===== src/rtl/uart_pkg.sv =====
// Shared types and constants for the UART transmit-side blocks.
package uart_pkg;

   localparam int UART_BYTE_W      = 8;
   localparam int ARB_BUSY_TIMEOUT = 4;

   typedef enum logic [2:0] {
      S_IDLE,
      S_LAUNCH,
      S_WAIT_BUSY,
      S_WAIT_DONE,
      S_GUARD
   } uart_arb_state_t;

endpackage


===== src/rtl/rr_pick.sv =====
// Combinational round-robin selector: grants the first asserted request found
// searching upward from the pointer, wrapping past the top requester.
module rr_pick #(
   parameter int NUM_REQ = 4,
   parameter int ID_W    = $clog2(NUM_REQ)
) (
   input  logic [NUM_REQ-1:0] request,
   input  logic [ID_W-1:0]    pointer,
   input  logic               enable,
   output logic [NUM_REQ-1:0] grant,
   output logic [ID_W-1:0]    index,
   output logic               found
);

   localparam logic [ID_W:0] REQ_COUNT = (ID_W+1)'(NUM_REQ);

   logic [ID_W:0]   sum;
   logic [ID_W-1:0] cand;

   // One extra bit on the sum lets the wrap be a single conditional subtract,
   // which also works when NUM_REQ is not a power of two.
   always_comb begin
      grant = '0;
      index = '0;
      found = 1'b0;
      sum   = '0;
      cand  = '0;
      for (int k = 0; k < NUM_REQ; k++) begin
         sum = {1'b0, pointer} + (ID_W+1)'(k);
         if (sum >= REQ_COUNT) begin
            sum = sum - REQ_COUNT;
         end
         cand = sum[ID_W-1:0];
         if (enable && !found && request[cand]) begin
            found       = 1'b1;
            grant[cand] = 1'b1;
            index       = cand;
         end
      end
   end

endmodule


===== src/rtl/uart_tx_arbiter.sv =====
// Shares one UART transmitter among several byte-stream requesters in round-robin
// order, following the transmitter busy flag and holding an optional guard gap.
module uart_tx_arbiter
   import uart_pkg::*;
#(
   parameter int NUM_REQ      = 4,
   parameter int GUARD_CYCLES = 0,
   parameter int ID_W         = $clog2(NUM_REQ)
) (
   input  logic                           Clock,
   input  logic                           Reset,
   input  logic                           Enable,
   input  logic [NUM_REQ-1:0]             ReqValid,
   input  logic [NUM_REQ*UART_BYTE_W-1:0] ReqData,
   output logic [NUM_REQ-1:0]             ReqReady,
   output logic                           TxStart,
   output logic [UART_BYTE_W-1:0]         TxData,
   input  logic                           TxBusy,
   output logic [ID_W-1:0]                GrantId,
   output logic                           Active
);

   localparam int                 TIMER_W    = $clog2(ARB_BUSY_TIMEOUT);
   localparam logic [TIMER_W-1:0] TIMER_LAST = TIMER_W'(ARB_BUSY_TIMEOUT - 1);
   localparam logic [7:0]         GUARD_LOAD = 8'((GUARD_CYCLES > 0) ? GUARD_CYCLES - 1 : 0);
   localparam logic [ID_W-1:0]    LAST_ID    = ID_W'(NUM_REQ - 1);

   uart_arb_state_t        state;
   uart_arb_state_t        nextState;
   logic [ID_W-1:0]        pointer;
   logic [NUM_REQ-1:0]     pickGrant;
   logic [ID_W-1:0]        pickIndex;
   logic                   pickFound;
   logic                   pickEnable;
   logic [UART_BYTE_W-1:0] reqBytes [NUM_REQ];
   logic [TIMER_W-1:0]     busyTimer;
   logic                   busyTimeout;
   logic [7:0]             guardCnt;
   logic [UART_BYTE_W-1:0] txDataQ;
   logic [ID_W-1:0]        grantIdQ;
   logic                   activeQ;
   logic                   txStartComb;

   assign pickEnable = Enable && (state == S_IDLE);

   rr_pick #(
      .NUM_REQ (NUM_REQ),
      .ID_W    (ID_W)
   ) picker (
      .request (ReqValid),
      .pointer (pointer),
      .enable  (pickEnable),
      .grant   (pickGrant),
      .index   (pickIndex),
      .found   (pickFound)
   );

   always_comb begin
      for (int i = 0; i < NUM_REQ; i++) begin
         reqBytes[i] = ReqData[i*UART_BYTE_W +: UART_BYTE_W];
      end
   end

   always_ff @(posedge Clock or negedge Reset) begin
      if (!Reset) begin
         state <= S_IDLE;
      end else begin
         state <= nextState;
      end
   end

   // A transmitter that never raised busy was idle, so the strobe is simply
   // repeated on the last cycle of each wait window.
   always_comb begin
      nextState   = state;
      txStartComb = 1'b0;
      busyTimeout = 1'b0;
      unique case (state)
         S_IDLE: begin
            if (pickFound) begin
               nextState = S_LAUNCH;
            end
         end
         S_LAUNCH: begin
            txStartComb = 1'b1;
            nextState   = S_WAIT_BUSY;
         end
         S_WAIT_BUSY: begin
            if (TxBusy) begin
               nextState = S_WAIT_DONE;
            end else if (busyTimer == TIMER_LAST) begin
               txStartComb = 1'b1;
               busyTimeout = 1'b1;
            end
         end
         S_WAIT_DONE: begin
            if (!TxBusy) begin
               nextState = (GUARD_CYCLES == 0) ? S_IDLE : S_GUARD;
            end
         end
         S_GUARD: begin
            if (guardCnt == 8'd0) begin
               nextState = S_IDLE;
            end
         end
         default: begin
            nextState = S_IDLE;
         end
      endcase
   end

   always_ff @(posedge Clock or negedge Reset) begin
      if (!Reset) begin
         pointer   <= '0;
         txDataQ   <= '0;
         grantIdQ  <= '0;
         activeQ   <= 1'b0;
         busyTimer <= '0;
         guardCnt  <= 8'd0;
      end else begin
         activeQ <= (nextState != S_IDLE);

         if (pickFound) begin
            txDataQ  <= reqBytes[pickIndex];
            grantIdQ <= pickIndex;
            pointer  <= (pickIndex == LAST_ID) ? '0 : pickIndex + ID_W'(1);
         end

         if (state == S_WAIT_BUSY && !TxBusy && !busyTimeout) begin
            busyTimer <= busyTimer + TIMER_W'(1);
         end else begin
            busyTimer <= '0;
         end

         if (state == S_WAIT_DONE && !TxBusy) begin
            guardCnt <= GUARD_LOAD;
         end else if (state == S_GUARD && guardCnt != 8'd0) begin
            guardCnt <= guardCnt - 8'd1;
         end
      end
   end

   assign ReqReady = pickGrant;
   assign TxStart  = txStartComb;
   assign TxData   = txDataQ;
   assign GrantId  = grantIdQ;
   assign Active   = activeQ;

endmodule


===== config.mk =====
export PLATFORM = sky130hd
export DESIGN_NAME = uart_tx_arbiter
export DESIGN_NICKNAME = d
export VERILOG_FILES = /design/src/rtl/uart_pkg.sv /design/src/rtl/rr_pick.sv /design/src/rtl/uart_tx_arbiter.sv
export SDC_FILE = /design/constraint.sdc
export NUM_CORES = 1
export LEC_CHECK = 0
export ABC_AREA = 1
export CAP_MARGIN = 30
export CORE_MARGIN = 8
export CORE_UTILIZATION = 29
export DETAILED_ROUTE_END_ITERATION = 8
export SYNTH_ARGS = -nofsm -noshare
export SYNTH_HDL_FRONTEND = slang
export SYNTH_SLANG_ARGS = --single-unit

===== constraint.sdc =====
create_clock -name Clock -period 2.1 [get_ports Clock]
set_input_delay 0.21 -clock Clock [delete_from_list [all_inputs] [get_ports Clock]]
set_output_delay 0.21 -clock Clock [all_outputs]
set_load 0.02 [all_outputs]

# Yosys cells after proc, flatten, opt, wreduce, memory -nomap -nowiden
# Index checks and enable logic that the tools add are counted.
# W data, S select, Z words.
[op_classes]
addsub = 10
n_lt_le_gt_ge = 13
n_eq_ne = 6
n_mux = 48
bitwise = 4
reduce_logical = 26
[op_table]
columns = ["op", "count"]
rows = [
  ["$mux W8", 4],
  ["$mux W2", 10],
  ["$bmux W8 S2", 1],
  ["$logic_and A1 B1 Y1", 16],
  ["$mux W4", 4],
  ["$mux W1", 15],
  ["$pmux W3 S5", 1],
  ["$ge A3 B3 Y1 const B", 4],
  ["$lt A2 B3 Y1 const B", 4],
  ["$mux W3", 4],
  ["$or A4 B4 Y4", 3],
  ["$bmux W1 S2", 4],
  ["$demux W1 S2", 4],
  ["$ge A2 B1 Y1 const B", 4],
  ["$logic_not A8 Y1", 1],
  ["$reduce_bool A8 Y1", 1],
  ["$sub A2 B1 Y2 const B", 4],
  ["$sub A8 B1 Y8 const B", 1],
  ["$add A2 B2 Y3 const B", 2],
  ["$eq A3 B2 Y1 const B", 2],
  ["$logic_not A1 Y1", 5],
  ["$add A2 B1 Y2 const B", 2],
  ["$eq A2 B2 Y1 const B", 2],
  ["$add A2 B1 Y3 const B", 1],
  ["8 further kinds", 8],
]
[word_totals]
register_bits = 26
inputBits = 40
out_inout_bits = 16

# Longest topological paths before layout
[depth]
word_depth = 22
depth_mapped = 14

# Cells and area by module
# From an unflattened synthesis, not the netlist that was laid out.
[unflattened]
hier_cells = 284
area_unflattened_um2 = 1989.4
[modules_own_cells]
columns = ["mod", "n_inst", "cells_per_inst", "area_per_inst_um2"]
rows = [
  ["uart_tx_arbiter", 1, 192, 1446.4],
  ["rr_pick", 1, 92, 543.0],
]

# Worst setup path before layout
# No wires, ideal clock.
[synth_path]
path_kind = "reg-to-output"
from = "register pointer[0]"
to = "output port ReqReady[0]"
arrival_ns = 1.949
t_required_ns = 1.890
path_slack_ns = -0.059
path_stages_with_launch = 8
path_buffers = 0
path_cell_list = "dfrtp_1 > inv_2 > ha_1 > inv_1 > nand3_2 > nand4_4 > nand3_2 > o21ai_0"
[synth_between]
elab_chain_len = 18
word_cells_on_any_way = 63
cone_classes = "7 x add/sub; 12 x order compare; 27 x mux; 3 x bitwise; 14 x reduce/logical"
[synth_lines]
columns = ["item", "line", "rtl"]
rows = [
  ["start: declaration", "uart_tx_arbiter.sv:30", "logic [ID_W-1:0] pointer;"],
  ["start signal: assignment", "uart_tx_arbiter.sv:126", "pointer <= (pickIndex == LAST_ID) ? '0 : pickIndex + ID_W'(1);"],
  ["parallel branches: the longest is 17 deep, another holds $add A2 B1 Y3", "--", ""],
  ["$mux W4 (*)", "rr_pick.sv:34", "if (enable && !found && request[cand]) begin"],
  ["end: declaration", "uart_tx_arbiter.sv:15", "output logic [NUM_REQ-1:0] ReqReady,"],
]
# Mark *: on every way between the ends. The select of a mux whose other input is x is not followed.

# Worst setup path in the final report
[layout_path]
from = "register pointer[0]"
to = "output port ReqReady[2]"
# Same word-level chain as after synthesis.

==> results.py <==
metrics = {
    "timing": {
        "tightestPinTransition_ns": 0.328,
        "fin_crit_ns": 2.15,
        "grt_setup_unrepaired": "yes",
        "slew_viol_final": 0,
        "whs_ns": 0.297,
        "hold_viol": 0,
        "max_freq_mhz": 465,
        "setup_ws_ns": -0.0523,
        "finalSetupViolCount": 3,
        "fin_skew_ns": 0.00498,
        "relSlewSlack_pct": 78.1,
        "post-route-period-util_pct": 102,
    },
    "synth": {
        "syn_area_per_cell_sq_um": 7.36,
        "syn_nets": 312,
        "synthDistinctLibCells": 30,
        "synth-edff-count": 0,
        "ys_ff_latch": 26,
        "ys.warnings.count": 0,
        "synth_seq_area_share_pct": 33.4,
        "synthArstFlopShare_pct": 100,
        "syn-cell-area_sq_um": 1950,
        "synth_cells": 265,
        "ys.flop_type": "dfrtp_1",
    },
    "grt": {
        "grt_pass1_vias": 2013,
        "grt_overflow": 0,
        "grt_pass1_wl_um": 9360,
        "antenna_found_initial": 0,
        "grt_util_all_layers_pct": 11.6,
        "grt_max_degree": 27,
    },
    "clocking": {
        "ctsHoldBuffers": 0,
        "cts_sinks": 26,
        "clk_pin_slew_worst_paths_ns": 0.09,
        "root_buffer": "clkbuf_8",
        "htree_levels": 1,
        "cts_buffers": 3,
        "cts_buffer_depth": 2,
        "cts_tree": "yes",
        "clk-insertion-delay-late_ns": 0.27,
    },
    "critical_path": {
        "ff2ff_path_depth": 15,
        "path_delay_family": "buffers and inverters",
        "critPathKind": "flop to primary output",
        "critPathArrivalTime_ns": 1.94,
        "critPathBufInv": 3,
        "cp-end-kind": "primary output",
        "startpoint_type": "flop",
        "cpMaxStageDelayCell": "dfrtp_2",
        "cp.required_ns": 1.89,
        "cp_cell_sequence": "buf_4 -> nand2_4 -> nand3_4 -> nand2_4 -> nand4_4 -> buf_4 -> o22ai_1 -> a21oi_1 -> o21ai_0 -> buf_2",
        "slowest_delay_ns": 0.43,
        "critPathMaxFanout": 7,
        "cp.depth": 10,
    },
    "hold_path": {
        "worstHoldPathType": "input port to async pin",
    },
    "routing": {
        "drt-total-wl_um": 5770,
        "drtAntennaViolNets": 0,
        "drt-initial-drc-count": 91,
        "via_count": 2036,
        "avgRoutedWirePerCell_um": 13.2,
        "drt-pass1-iter-count": 5,
        "drc_errors": 0,
        "routed_via_density": 4.67,
    },
    "cells_and_area": {
        "diodes": 0,
        "final_area_sq_um": 3100,
        "syn_to_final_growth_pct": 58.8,
        "fill_cells": 675,
        "drive_gt1_share_pct": 26.4,
        "nNetsFinal": 404,
    },
    "placed_design": {
        "io_buffers": 55,
        "dp_slack_ns": -0.305,
        "dp_hpwl_um": 4320,
        "place_area_sq_um": 2790,
        "routabilityCongestion": 0.910,
    },
    "job": {
        "max-cap-violations": 0,
    },
    "outcome": {
        "status": "finished with violations",
        "violations": "setup timing",
    },
    "die": {
        "start_util_pct": 29.4,
        "die_w_um": 98.0,
        "die-area_sq_um": 9610,
        "rows": 30,
        "die_h_um": 98.0,
        "core_sq_um": 6640,
        "num_io_pins": 56,
    },
    "power": {
        "max-vdd-ir-drop_uv": 822,
        "cellLeakagePower_nw": 1.49,
        "p_per_area_nw_per_um2": 1300,
    },
}
==> cell usage after synthesis, types with 2 or more instances <==
| cell type | instances | area share, % |
|---|---|---|
| nor2_2 | 3 | 0.96 |
| nand2_4 | 4 | 2.3 |
| buf_4 | 2 | 0.77 |
| nor2_8 | 2 | 2.1 |
| o21ai_0 | 12 | 3.1 |
| ha_1 | 7 | 4.5 |
| inv_1 | 28 | 5.4 |
| nand2_2 | 11 | 3.5 |
| nand3_1 | 48 | 12 |
| nand3_2 | 8 | 4.1 |
| dfrtp_1 | 26 | 33 |
| o22ai_1 | 2 | 0.64 |
| a21oi_1 | 9 | 2.3 |
| nor2_1 | 15 | 2.9 |
| nand2_1 | 67 | 13 |
| o21ai_1 | 2 | 0.51 |
| inv_2 | 6 | 1.2 |
==> layer usage <==
layer	up-vias	wire, um	global-route usage, %	share of wire [%]
li1	1051	-	-	-
met1	926	2650	14.7	46
met2	53	2760	19.5	48
met3	6	295	1.92	5.1
met4	0	66	3.48	1.1
met5	-	0	0	0
==> final timing paths <==
check                                       start                       to  slack, ns
setup / recovery           pointer[0]$_DFFE_PN0P_              ReqReady[2]      -0.05
hold / removal                              Reset  guardCnt[0]$_DFFE_PN0P_       0.30
setup reg to reg           pointer[0]$_DFFE_PN0P_    TxData[1]$_DFFE_PN0P_      -0.01
hold reg to reg            busyTimer[0]$_DFF_PN0_   busyTimer[0]$_DFF_PN0_       0.43
max in group asynchronous                   Reset   pointer[0]$_DFFE_PN0P_       1.53
min in group Clock         busyTimer[0]$_DFF_PN0_   busyTimer[0]$_DFF_PN0_       0.43
==> cells by family (layout without fill, tap and decap cells) <==
| logic type | count (synthesis) | after routing | share of synthesized area, % |
|---|---|---|---|
| AND/OR/NAND/NOR | 163 | 164 | 44.3 |
| buffers and inverters | 39 | 129 | 8.92 |
| AO/OA/AOI/OAI | 30 | 30 | 8.92 |
| flip-flops | 26 | 26 | 33.4 |
| adder cells (fa/ha/maj) | 7 | 7 | 4.49 |
==> repair_timing <==
action                                  4_1_cts  5_1_grt
resized for setup                            28       21
endpoints found under the setup margin       15       15
buffers inserted                              3        6
gates cloned                                  1        1
pin swaps                                     6       11
==> flip-flops by register name (all words and copies together), names as in the netlist <==
| register | count |
|---|---|
| busyTimer | 2 |
| guardCnt | 8 |
| TxData | 8 |
| state | 3 |
| Active | 1 |
| pointer | 2 |
| GrantId | 2 |
==> area by class of cell <==
class	instances	area [sq um]	share of cell area, %
clock buffer	4	55.1	1.78
inverter	34	133	4.28
multi-input combinational	201	1250	40.5
sequential	26	653	21.1
tap	80	100	3.23
timing repair buffer	91	903	29.2
==> cells in the final DEF, fill, tap and decap left out, types with 3 or more instances in the layout <==
| cell | count |
|---|---|
| ha_1 | 6 |
| inv_1 | 27 |
| nor2_2 | 4 |
| buf_4 | 29 |
| nand2_2 | 11 |
| nand2_1 | 64 |
| nand2_4 | 7 |
| a21oi_1 | 9 |
| nand3_4 | 7 |
| clkdlybuf4s50_1 | 50 |
| o21ai_0 | 10 |
| nand3_2 | 3 |
| o21ai_1 | 4 |
| buf_12 | 5 |
| clkbuf_8 | 4 |
| inv_2 | 5 |
| nand3_1 | 46 |
| dfrtp_1 | 24 |
| nor2_1 | 13 |
==> per-stage QoR <==
stage,instances,power (W),setup TNS (ns),utilization [%]
2_1_floorplan,265,0.00224,0,-
3_3_place_gp,421,0.00319,-1.48,42.0
3_5_place_dp,421,0.00321,-2.07,42.0
4_1_cts,429,0.00372,-0.0384,44.0
5_1_grt,436,0.00434,-1.38,46.6
6_report,436,0.00402,-0.0942,46.6
==> power by group <==
group          switching, W  internal [W]
clock network      0.000153      0.000168
logic               0.00158       0.00136
registers         0.0000980      0.000658
total               0.00183       0.00218
No activity file was read; power rests on OpenSTA's default activity.
